### src/rtl/led_color_sequencer.sv
// Palette-driven RGB565 colour scheduler for the LED PWM block.
// Define LED_SEQ_FADE_EN to build in the per-channel crossfade between entries.
module led_color_sequencer #(
    parameter int DEPTH       = 4,
    parameter int STEP_CYCLES = 4
) (
    input  logic                       clk,
    input  logic                       rst,
    input  logic                       enable,
    input  logic                       wr_valid,
    output logic                       wr_ready,
    input  logic [$clog2(DEPTH)-1:0]   wr_addr,
    input  logic [15:0]                wr_color,
    input  logic [$clog2(DEPTH)-1:0]   last_idx,
    input  logic [15:0]                hold_cycles,
    output logic [15:0]                color,
    output logic [$clog2(DEPTH)-1:0]   idx,
    output logic                       busy,
    output logic                       step_pulse
);
    localparam int AW = $clog2(DEPTH);

    typedef enum logic [1:0] {
        IDLE,
        HOLD
`ifdef LED_SEQ_FADE_EN
        , FADE
`endif
    } state_t;

    state_t          state;
    logic [15:0]     palette [DEPTH];
    logic [15:0]     hold_cnt;
    logic [15:0]     hold_len;
    logic            hold_done;
    logic [AW-1:0]   next_idx;
    logic            wr_en;

    assign hold_len  = (hold_cycles == 16'd0) ? 16'd1 : hold_cycles;
    assign hold_done = (hold_cnt >= hold_len - 16'd1);
    assign next_idx  = (idx == last_idx) ? '0 : idx + AW'(1);
    assign wr_en     = wr_valid & wr_ready;

`ifdef LED_SEQ_FADE_EN
    localparam int SW = (STEP_CYCLES > 1) ? $clog2(STEP_CYCLES) : 1;
    localparam logic [SW-1:0] STEP_LAST = SW'(STEP_CYCLES - 1);

    logic [15:0]   target;
    logic [AW-1:0] fade_idx;
    logic [SW-1:0] step_cnt;

    // One LSB toward the target, never past it.
    function automatic logic [5:0] ch_step(input logic [5:0] c, input logic [5:0] t);
        if (c < t) return c + 6'd1;
        if (c > t) return c - 6'd1;
        return c;
    endfunction

    function automatic logic [15:0] fade_step(input logic [15:0] c, input logic [15:0] t);
        logic [5:0] r, g, b;
        r = ch_step({1'b0, c[15:11]}, {1'b0, t[15:11]});
        g = ch_step(c[10:5], t[10:5]);
        b = ch_step({1'b0, c[4:0]}, {1'b0, t[4:0]});
        return {r[4:0], g, b[4:0]};
    endfunction

    assign wr_ready = ~rst & (state != FADE);
`else
    logic [31:0] unused_step;
    assign unused_step = STEP_CYCLES;
    assign wr_ready    = ~rst;
`endif

    // Palette storage; an entry load on the same edge sees the old value.
    always_ff @(posedge clk or posedge rst) begin
        if (rst) begin
            for (int i = 0; i < DEPTH; i++) palette[i] <= 16'h0000;
        end else if (wr_en) begin
            palette[wr_addr] <= wr_color;
        end
    end

    always_ff @(posedge clk or posedge rst) begin
        if (rst) begin
            state      <= IDLE;
            color      <= 16'h0000;
            idx        <= '0;
            busy       <= 1'b0;
            step_pulse <= 1'b0;
            hold_cnt   <= 16'd0;
`ifdef LED_SEQ_FADE_EN
            target     <= 16'h0000;
            fade_idx   <= '0;
            step_cnt   <= '0;
`endif
        end else begin
            step_pulse <= 1'b0;
            if (!enable) begin
                state    <= IDLE;
                color    <= 16'h0000;
                idx      <= '0;
                busy     <= 1'b0;
                hold_cnt <= 16'd0;
            end else begin
                case (state)
                    IDLE: begin
                        color    <= palette[0];
                        idx      <= '0;
                        hold_cnt <= 16'd0;
                        busy     <= 1'b1;
                        state    <= HOLD;
                    end
                    HOLD: begin
                        if (hold_done) begin
                            hold_cnt <= 16'd0;
`ifdef LED_SEQ_FADE_EN
                            // Equal colours skip the fade and advance at once.
                            if (palette[next_idx] != color) begin
                                target   <= palette[next_idx];
                                fade_idx <= next_idx;
                                step_cnt <= '0;
                                state    <= FADE;
                            end else begin
                                idx        <= next_idx;
                                step_pulse <= 1'b1;
                            end
`else
                            color      <= palette[next_idx];
                            idx        <= next_idx;
                            step_pulse <= 1'b1;
`endif
                        end else begin
                            hold_cnt <= hold_cnt + 16'd1;
                        end
                    end
`ifdef LED_SEQ_FADE_EN
                    FADE: begin
                        if (color == target) begin
                            idx        <= fade_idx;
                            step_pulse <= 1'b1;
                            hold_cnt   <= 16'd0;
                            state      <= HOLD;
                        end else if (step_cnt == STEP_LAST) begin
                            step_cnt <= '0;
                            color    <= fade_step(color, target);
                        end else begin
                            step_cnt <= step_cnt + SW'(1);
                        end
                    end
`endif
                    default: state <= IDLE;
                endcase
            end
        end
    end
endmodule

### config.mk
export PLATFORM = sky130hd
export DESIGN_NAME = led_color_sequencer
export DESIGN_NICKNAME = d
export VERILOG_FILES = /design/src/rtl/led_color_sequencer.sv
export SDC_FILE = /design/constraint.sdc
export NUM_CORES = 1
export LEC_CHECK = 0
export ABC_AREA = 1
export BUFFER_PORTS_ARGS = -buffer_cell sky130_fd_sc_hd__clkbuf_2
export CORE_MARGIN = 2
export CORE_UTILIZATION = 52
export CTS_CLUSTER_DIAMETER = 200
export DETAILED_ROUTE_END_ITERATION = 10
export PLACE_DENSITY = 0.72
export REMOVE_ABC_BUFFERS = 1
export SLEW_MARGIN = 10
export SYNTH_ARGS = -nofsm -noshare
export SYNTH_HDL_FRONTEND = slang
export SYNTH_SLANG_ARGS = --single-unit
export TNS_END_PERCENT = 30
### constraint.sdc
create_clock -name clk -period 3.97 [get_ports clk]
set_input_delay 0.5955 -clock clk [delete_from_list [all_inputs] [get_ports clk]]
set_output_delay 0.5955 -clock clk [all_outputs]
set_load 0.02 [all_outputs]
==> impl_metrics.tcl, run 1 <==
set metrics [dict create \
    status "finished clean" \
    finalNonFillerCells 886 \
    crit_top_cell "nand2_1" \
    ios 61 \
    syn_area_mm2 0.00535 \
    tightest_slew_ns 1.03 \
    tns_ns 0 \
    cp.required_ns 4.26 \
    preCtsSetupSlack_ns 0.152 \
    p_switching_uw 660 \
    synthCells 699 \
    async_reset_ff_frac 1.00 \
    nNetsFinal 803 \
    finalCritPeriodShare 0.858 \
    placedCellCount 870 \
    p_leak_nw 3.06 \
    slew_headroom 0.313 \
    total_power_mw 2.32 \
    die_h_um 105 \
    antenna_cells 0 \
    synth_seq_cells 101 \
    critPathCaptureType "flop" \
    ir_worst_vdd_uv 248 \
    power_frac_seq 0.539 \
    yosysWarnings 0 \
    insertion_delay_ns 0.37 \
    htree_levels 3 \
    first_iter_violations 324 \
    maxCapViolCount 0 \
    path_class "input pin to flop" \
    met1_length_um 5550 \
    start_util 0.528 \
    final.min_clock_period_ns 3.41 \
    synthTopCellsByCount "nand2_1, dfrtp_1, nor2_1" \
    rows 37 \
    critPathLaunchType "input pin" \
    cp.arrival_ns 3.70 \
    portBuffers 60 \
    cts.repair.resized 0 \
    wl_met3_um 517 \
    max_freq_mhz 294 \
    routed_wl_um 12100 \
    vias 4661 \
    clockPowerShare 0.295 \
    clockBufferDepth 2 \
    top_layer "met4" \
    clock_sink_count 101 \
    yosysSeqAreaShare 0.472 \
    clkTransAtPathRegs_ns 0.09 \
    grt_pass1_wl_um 20800 \
    crit_chain "clkbuf_2 -> nor2_1 -> and2_1 -> a31oi_1 -> ha_1 -> nand2_1 -> nor2_1 -> nand2_1 -> nor4_1 -> xor2_1 -> inv_1 -> ha_1 -> nand2_1 -> nor3_2 -> nand2_1 -> nand4_2 -> buf_12 -> nor2_1 -> a21oi_1" \
    antenna_found_initial 0 \
    ys_top_cells_by_area "dfrtp_1, nand2_1, o21ai_0, nand3_1, nor2_1" \
    slew_violations 0 \
    final.setup.worst_slack_ns 0.564 \
    synth_edf_count 0 \
    hold_buffers 0 \
    core_mm2 0.0101 \
    finalSetupViolations 0 \
    ant_nets 0 \
    p_int_mw 1.66 \
    switching_share 0.284 \
    rsz0062_at_grt "false" \
    grt-ovfl-total 0 \
    vias_per_cell 5.26 \
    max_stage_delay_ns 0.28 \
    grt_pass1_vias 4560 \
    die_w_um 105 \
    crit_fanout 45 \
    finalHoldViolations 0 \
    grt_max_degree 53 \
    drcViolationCount 0 \
    cts_buffers 9 \
    cts_tree "built" \
    skew_ns 0.0118 \
    yosys.area.top_type_share 0.472 \
    dieArea_mm2 0.0111 \
    dpl.hpwl_um 7920 \
    netlist-cell-type-count 28 \
    wl_met2_um 5760 \
    firstDrtPassIters 5 \
    hp-class "input pin to async pin" \
    gp_congestion 0.874 \
    synth_top_area_cell "dfrtp_1" \
    p_per_area_mw_per_mm2 391 \
    drive_gt1_frac 0.123 \
    synth_area_per_cell_um2 7.65 \
    post-cts-setup-buffer-count 0 \
    placed_cell_area_mm2 0.00573 \
    combPwrFrac 0.166 \
    synth_ff_type "dfrtp_1" \
    root_buffer "clkbuf_8" \
    syn_to_final_growth_pct 11.1 \
    synthMostInstantiatedCell "nand2_1" \
    wl_per_cell_um 13.6 \
    fin_area_mm2 0.00594 \
    cp_slowest_cell "ha_1" \
    grt_usage 0.232 \
]
kinds of logic after synthesis:
kind of cell / synth area share
DFF: 0.472
buffers and inverters: 0.0697
xor gates and xnor gates: 0.0344
and+or+nand+nor: 0.287
adders and majority gates: 0.0421
AOI/OAI and AO/OA: 0.0940
layer usage:
metal,vias up,global-route usage
met5,-,0
met4,0,0.0971
met3,22,0.0322
met2,125,0.394
met1,2181,0.297
li1,2333,-
stage by stage:
stage          utilization  hold WS [ns]
2_1_floorplan            -         0.432
3_3_place_gp         0.565         0.459
3_5_place_dp         0.565         0.464
4_1_cts              0.586         0.343
5_1_grt              0.586         0.364
6_report             0.586         0.314
state kept, by name, summed over array words and instances, names as in the netlist:
name / cells
busy: 1
color: 16
hold_cnt: 16
idx: 2
palette: 64
state: 1
step_pulse: 1
final cells by class:
class | count | area [um2]
fillers | 935 | 4190
clock buffers | 13 | 169
inverters | 62 | 235
flip-flops and latches | 101 | 2530
well taps | 136 | 170
multi-input cells | 506 | 2450
repair buffers | 65 | 350
clock inverters | 3 | 42.5
worst max-delay path, delay by kind of cell:
kind / cells / cell delay (ns)
simple gates: 11 / 1.58
buf+inv: 3 / 0.42
xor+xnor: 1 / 0.19
compound gates: 2 / 0.35
fa+ha+maj: 2 / 0.52
power groups by stage:
stage          combinational [mW]  clock, mW  sequential [mW]
4_1_cts                     0.391      0.698             1.25
6_report                    0.386      0.685             1.25
5_1_grt                     0.456      0.736             1.27
3_3_place_gp                0.375          0             1.26
2_1_floorplan               0.251          0             1.28
3_5_place_dp                0.390          0             1.27
placed cells by master, fill, tap and decap left out, types with 2 or more instances in the layout:
cell type,netlist,layout
nand2_2,2,2
o21ai_0,64,64
xnor2_1,5,5
nand3_1,54,54
and2_1,2,2
clkbuf_8,0,12
nand4_1,11,11
a21oi_1,30,30
nor3_1,7,7
ha_1,18,18
nor4_1,2,2
clkinv_1,2,2
dfrtp_1,101,101
nor3b_1,2,2
nor2_2,3,3
nor2_1,66,66
inv_2,3,3
a31oi_1,2,2
buf_4,5,4
inv_1,57,56
clkbuf_2,0,60
nand2_1,217,217
xor2_1,16,16
worst paths after layout:
kind | from | slack, ns | to | depth (start not counted)
min | rst | 0.31 | color[14]$_DFFE_PP0P_ | 2
min in group clk | hold_cnt[0]$_DFFE_PP0P_ | 0.48 | hold_cnt[0]$_DFFE_PP0P_ | 1
min reg2reg | hold_cnt[0]$_DFFE_PP0P_ | 0.48 | hold_cnt[0]$_DFFE_PP0P_ | 1
max | hold_cycles[13] | 0.56 | color[9]$_DFFE_PP0P_ | 19
max in group asynchronous | rst | 2.54 | palette[3]$_DFFE_PP0P_ | 3
max reg2reg | idx[0]$_DFFE_PP0P_ | 1.00 | color[9]$_DFFE_PP0P_ | 11
Power figures use the tool's default switching activity.
==> inputs of run 2 (changes only) <==
- CTS_BUF_LIST: unset -> sky130_fd_sc_hd__clkbuf_4 sky130_fd_sc_hd__clkbuf_8 sky130_fd_sc_hd__clkbuf_16
==> run 2 against run 1 <==
Sequential cell count unchanged. Clock-buffer cell count unchanged. Clock power up 1%. Routed wire length up 1.4%. Cell count unchanged. Setup slack worse by 0.016 ns. Critical path type unchanged. Global-route usage up 0.13 points. Register-to-register slack about the same. Sequential power about the same. Power up 0.50%. Hold slack worse by 0.0022 ns. Via count up 0.17%.
==> impl_metrics.tcl, run 2 (synthesis results as in run 1) <==
set metrics [dict create \
    p_leak_nw 3.07 \
    insertion_delay_ns 0.37 \
    placed_cell_area_mm2 0.00573 \
    critPathLaunchType "input pin" \
    antenna_found_initial 0 \
    crit_fanout 45 \
    clkTransAtPathRegs_ns 0.10 \
    final_cell_mix "nand2_1, dfrtp_1, nor2_1" \
    rsz0062_at_grt "false" \
    die_h_um 105 \
    status "finished clean" \
    start_util 0.528 \
    first_iter_violations 315 \
    cts_tree "built" \
    final_common_cell "nand2_1" \
    cts.repair.resized 0 \
    tns_ns 0 \
    crit_buf_inv 3 \
    ir_worst_vdd_uv 247 \
    crit_top_cell "nand2_1" \
    drcViolationCount 0 \
    p_per_area_mw_per_mm2 393 \
    die_w_um 105 \
    hold_buffers 0 \
    nNetsFinal 803 \
    root_buffer "clkbuf_8" \
    finalSetupViolations 0 \
    vias_per_cell 5.27 \
    slew_violations 0 \
    largest_register "palette" \
    path_class "input pin to flop" \
    ant_nets 0 \
    routed_wl_um 12200 \
    skew_ns 0.0123 \
    max_stage_delay_ns 0.28 \
    largest_reg_flops 64 \
    core_mm2 0.0101 \
    wl_per_cell_um 13.8 \
    rows 37 \
    path_delay_family "simple AND/OR/NAND/NOR gates" \
    gp_congestion 0.874 \
    finalHoldViolations 0 \
    cp_slowest_cell "ha_1" \
    crit_chain "clkbuf_2 -> nor2_1 -> and2_1 -> a31oi_1 -> ha_1 -> nand2_1 -> nor2_1 -> nand2_1 -> nor4_1 -> xor2_1 -> inv_1 -> ha_1 -> nand2_1 -> nor3_2 -> nand2_1 -> nand4_2 -> buf_12 -> nor2_1 -> a21oi_1" \
    antenna_cells 0 \
    dpl.hpwl_um 7920 \
    htree_levels 3 \
    tightest_slew_ns 1.03 \
    reg_top3 "palette x64, color x16, hold_cnt x16" \
    grt_usage 0.233 \
    grt_pass1_vias 4577 \
    portBuffers 60 \
    clockBufferDepth 2 \
    hp-class "input pin to async pin" \
    dieArea_mm2 0.0111 \
    vias 4669 \
    slew_headroom 0.314 \
    grt_pass1_wl_um 20900 \
    firstDrtPassIters 5 \
    syn_to_final_growth_pct 11.2 \
    critPathCaptureType "flop" \
    drive_gt1_frac 0.124 \
    ios 61 \
    grt-ovfl-total 0 \
    clock_sink_count 101 \
    maxCapViolCount 0 \
    fin_area_mm2 0.00595 \
    finalCritPeriodShare 0.862 \
    grt_max_degree 53 \
    cp.required_ns 4.26 \
    cts_buffers 9 \
    cp.arrival_ns 3.71 \
    max_freq_mhz 292 \
    final.min_clock_period_ns 3.42 \
    post-cts-setup-buffer-count 0 \
]
run 2: changes by cell type in the layout (fill, tap and decap cells not counted):
cell	before	now
clkbuf_4	0	1
clkbuf_1	1	0
run 2: worst paths after layout:
check | startpoint | end | slack, ns | cells after the start
max | hold_cycles[13] | color[9]$_DFFE_PP0P_ | 0.55 | 19
min | rst | palette[7]$_DFFE_PP0P_ | 0.31 | 2
max reg2reg | idx[0]$_DFFE_PP0P_ | color[9]$_DFFE_PP0P_ | 1.00 | 11
min reg2reg | hold_cnt[0]$_DFFE_PP0P_ | hold_cnt[0]$_DFFE_PP0P_ | 0.48 | 1
max in group asynchronous | rst | hold_cnt[9]$_DFFE_PP0P_ | 2.54 | 3
min in group clk | hold_cnt[0]$_DFFE_PP0P_ | hold_cnt[0]$_DFFE_PP0P_ | 0.48 | 1
run 2: metal layers:
layer / part of all wire / wire length, um / track usage
met2: 0.48 / 5820 / 0.395
met3: 0.047 / 573 / 0.0334
met4: 0.019 / 232 / 0.0981
met5: 0 / 0 / 0
met1: 0.46 / 5610 / 0.298
run 2: report_power, final:
part,switching [mW],internal (mW)
Sequential,0.0821,1.17
Combinational,0.238,0.149
Clock,0.345,0.350
run 2: cell type report:
| cell class | instances | area (um2) |
|---|---|---|
| flip-flops and latches | 101 | 2530 |
| repair buffers | 65 | 350 |
| multi-input cells | 506 | 2450 |
| fillers | 936 | 4190 |
| clock inverters | 3 | 42.5 |
| well taps | 136 | 170 |
| clock buffers | 13 | 173 |
| inverters | 62 | 235 |
run 2: per-stage QoR:
stage | total power [mW] | instances | hold WS [ns] | worst slack (ns) | utilization
3_5_place_dp | 1.66 | 870 | 0.464 | 0.152 | 0.565
5_1_grt | 2.47 | 886 | 0.364 | 0.193 | 0.587
4_1_cts | 2.35 | 886 | 0.340 | 0.536 | 0.587
3_3_place_gp | 1.64 | 870 | 0.459 | 0.298 | 0.565
2_1_floorplan | 1.53 | 669 | 0.432 | 0.281 | -
6_report | 2.33 | 886 | 0.312 | 0.548 | 0.587
==> inputs of run 3 (changes only) <==
- CORE_UTILIZATION: 52 -> 35
- CTS_CLUSTER_SIZE: unset -> 30
- PLACE_DENSITY: 0.72 -> unset
==> run 3 against run 2 <==
Sequential power about the same. Clock skew down 0.0058 ns. Hold slack better by 0.0057 ns. Power up 12%. Critical endpoint is now color[14]$_DFFE_PP0P_.
==> impl_metrics.tcl, run 3 (synthesis results as in run 1) <==
set metrics [dict create \
    hold_ws_ns 0.317 \
    rsz0062_at_grt "false" \
    antenna_found_initial 0 \
    vias 4431 \
    cts.repair.resized 0 \
    finalCritPeriodShare 0.822 \
    crit_path_start "hold_cycles[13]" \
    hp-class "input pin to async pin" \
    routed_wl_um 12100 \
    clockBufferDepth 2 \
    finalNonFillerCells 942 \
    core_mm2 0.0151 \
    ant_nets 0 \
    finalHoldViolations 0 \
    max_freq_mhz 307 \
    final.setup.worst_slack_ns 0.709 \
    die_h_um 128 \
    r2r_cells 11 \
    portBuffers 60 \
    largest_reg_flops 64 \
    critPathCapture "color[14]$_DFFE_PP0P_" \
    slew_headroom 0.310 \
    placedCellCount 926 \
    drcViolationCount 0 \
    path_delay_family "simple AND/OR/NAND/NOR gates" \
    clock_sink_count 101 \
    maxCapViolCount 0 \
    largest_register "palette" \
    tightest_slew_ns 1.03 \
    grt_pass1_wl_um 20600 \
    wl_per_cell_um 12.9 \
    critPathLaunchType "input pin" \
    antenna_cells 0 \
    htree_levels 3 \
    p_per_area_mw_per_mm2 424 \
    p_leak_nw 3.14 \
    critPathCaptureType "flop" \
    crit_fanout 45 \
    cts_buffers 9 \
    reg2reg_slack_ns 1.72 \
    path_class "input pin to flop" \
    grt-ovfl-total 0 \
    syn_to_final_growth_pct 15.2 \
    clkTransAtPathRegs_ns 0.07 \
    cp.arrival_ns 3.50 \
    post-cts-setup-buffer-count 0 \
    num-fill-cells 1600 \
    max_stage_delay_ns 0.28 \
    final.min_clock_period_ns 3.26 \
    drive_gt1_frac 0.129 \
    die_w_um 128 \
    tns_ns 0 \
    status "finished clean" \
    crit_buf_inv 3 \
    dieArea_mm2 0.0163 \
    path_depth 19 \
    gp_congestion 0.773 \
    ir_worst_vdd_uv 245 \
    grt_max_degree 59 \
    placed_cell_area_mm2 0.00583 \
    first_iter_violations 222 \
    cts_tree "built" \
    worstReg2RegStart "idx[1]$_DFFE_PP0P_" \
    cp.required_ns 4.20 \
    insertion_delay_ns 0.35 \
    preCtsSetupSlack_ns 0.301 \
    rows 45 \
    fin_area_mm2 0.00616 \
    rr_endpoint "color[0]$_DFFE_PP0P_" \
    slew_violations 0 \
    firstDrtPassIters 4 \
    final_cell_mix "nand2_1, dfrtp_1, nor2_1" \
    hold_buffers 0 \
    ios 61 \
    cp_slowest_cell "ha_1" \
    grt_usage 0.159 \
    dpl.hpwl_um 8340 \
    crit_chain "clkbuf_2 -> nor2_1 -> and2_1 -> a31oi_1 -> ha_1 -> nand2_1 -> nor2_1 -> nand2_1 -> nor4_1 -> xor2_1 -> inv_1 -> ha_1 -> nand2_1 -> nor2_1 -> a21oi_1 -> nand4_2 -> buf_12 -> nor2_1 -> a21oi_1" \
    grt_pass1_vias 4143 \
    final_common_cell "nand2_1" \
    crit_top_cell "nor2_1" \
    nNetsFinal 807 \
    root_buffer "clkbuf_16" \
    start_util 0.355 \
    vias_per_cell 4.70 \
    reg_top3 "palette x64, color x16, hold_cnt x16" \
    skew_ns 0.00649 \
    finalSetupViolations 0 \
]
-- run 3: how the worst min path moves through the flow --
stage,endpoint,from,cells past startpoint,slack (ns)
floorplan,hold_cnt[0]$_DFFE_PP0P_,hold_cnt[0]$_DFFE_PP0P_,1,0.43
global placement,hold_cnt[0]$_DFFE_PP0P_,hold_cnt[0]$_DFFE_PP0P_,1,0.46
detailed placement,hold_cnt[0]$_DFFE_PP0P_,hold_cnt[0]$_DFFE_PP0P_,1,0.46
CTS,palette[16]$_DFFE_PP0P_,rst,2,0.34
global route,palette[8]$_DFFE_PP0P_,rst,2,0.37
finish,palette[40]$_DFFE_PP0P_,rst,2,0.32
-- run 3: metal layers --
metal	global-route usage	wire length, um	up-vias
met2	0.249	5300	85
met5	0	0	-
met4	0.0504	157	0
li1	-	-	2334
met1	0.229	6140	2002
met3	0.0235	529	10
-- run 3: final cells by class --
type | instances | area, um2 | share of cell area
Tap cell | 188 | 235 | 0.0382
Multi-Input combinational cell | 506 | 2450 | 0.398
Timing Repair Buffer | 69 | 380 | 0.0617
Sequential cell | 101 | 2530 | 0.410
Clock buffer | 11 | 253 | 0.0410
Clock inverter | 5 | 81.3 | 0.0132
Inverter | 62 | 235 | 0.0382
-- run 3: power by group --
| group | switching, mW | internal [mW] |
|---|---|---|
| combinational | 0.232 | 0.150 |
| clock | 0.391 | 0.588 |
| sequential | 0.0804 | 1.17 |
-- run 3: per-stage QoR --
step / total power, mW / util
2_1_floorplan: 1.53 / -
3_3_place_gp: 1.65 / 0.386
3_5_place_dp: 1.66 / 0.386
4_1_cts: 2.65 / 0.408
5_1_grt: 2.76 / 0.408
6_report: 2.61 / 0.408
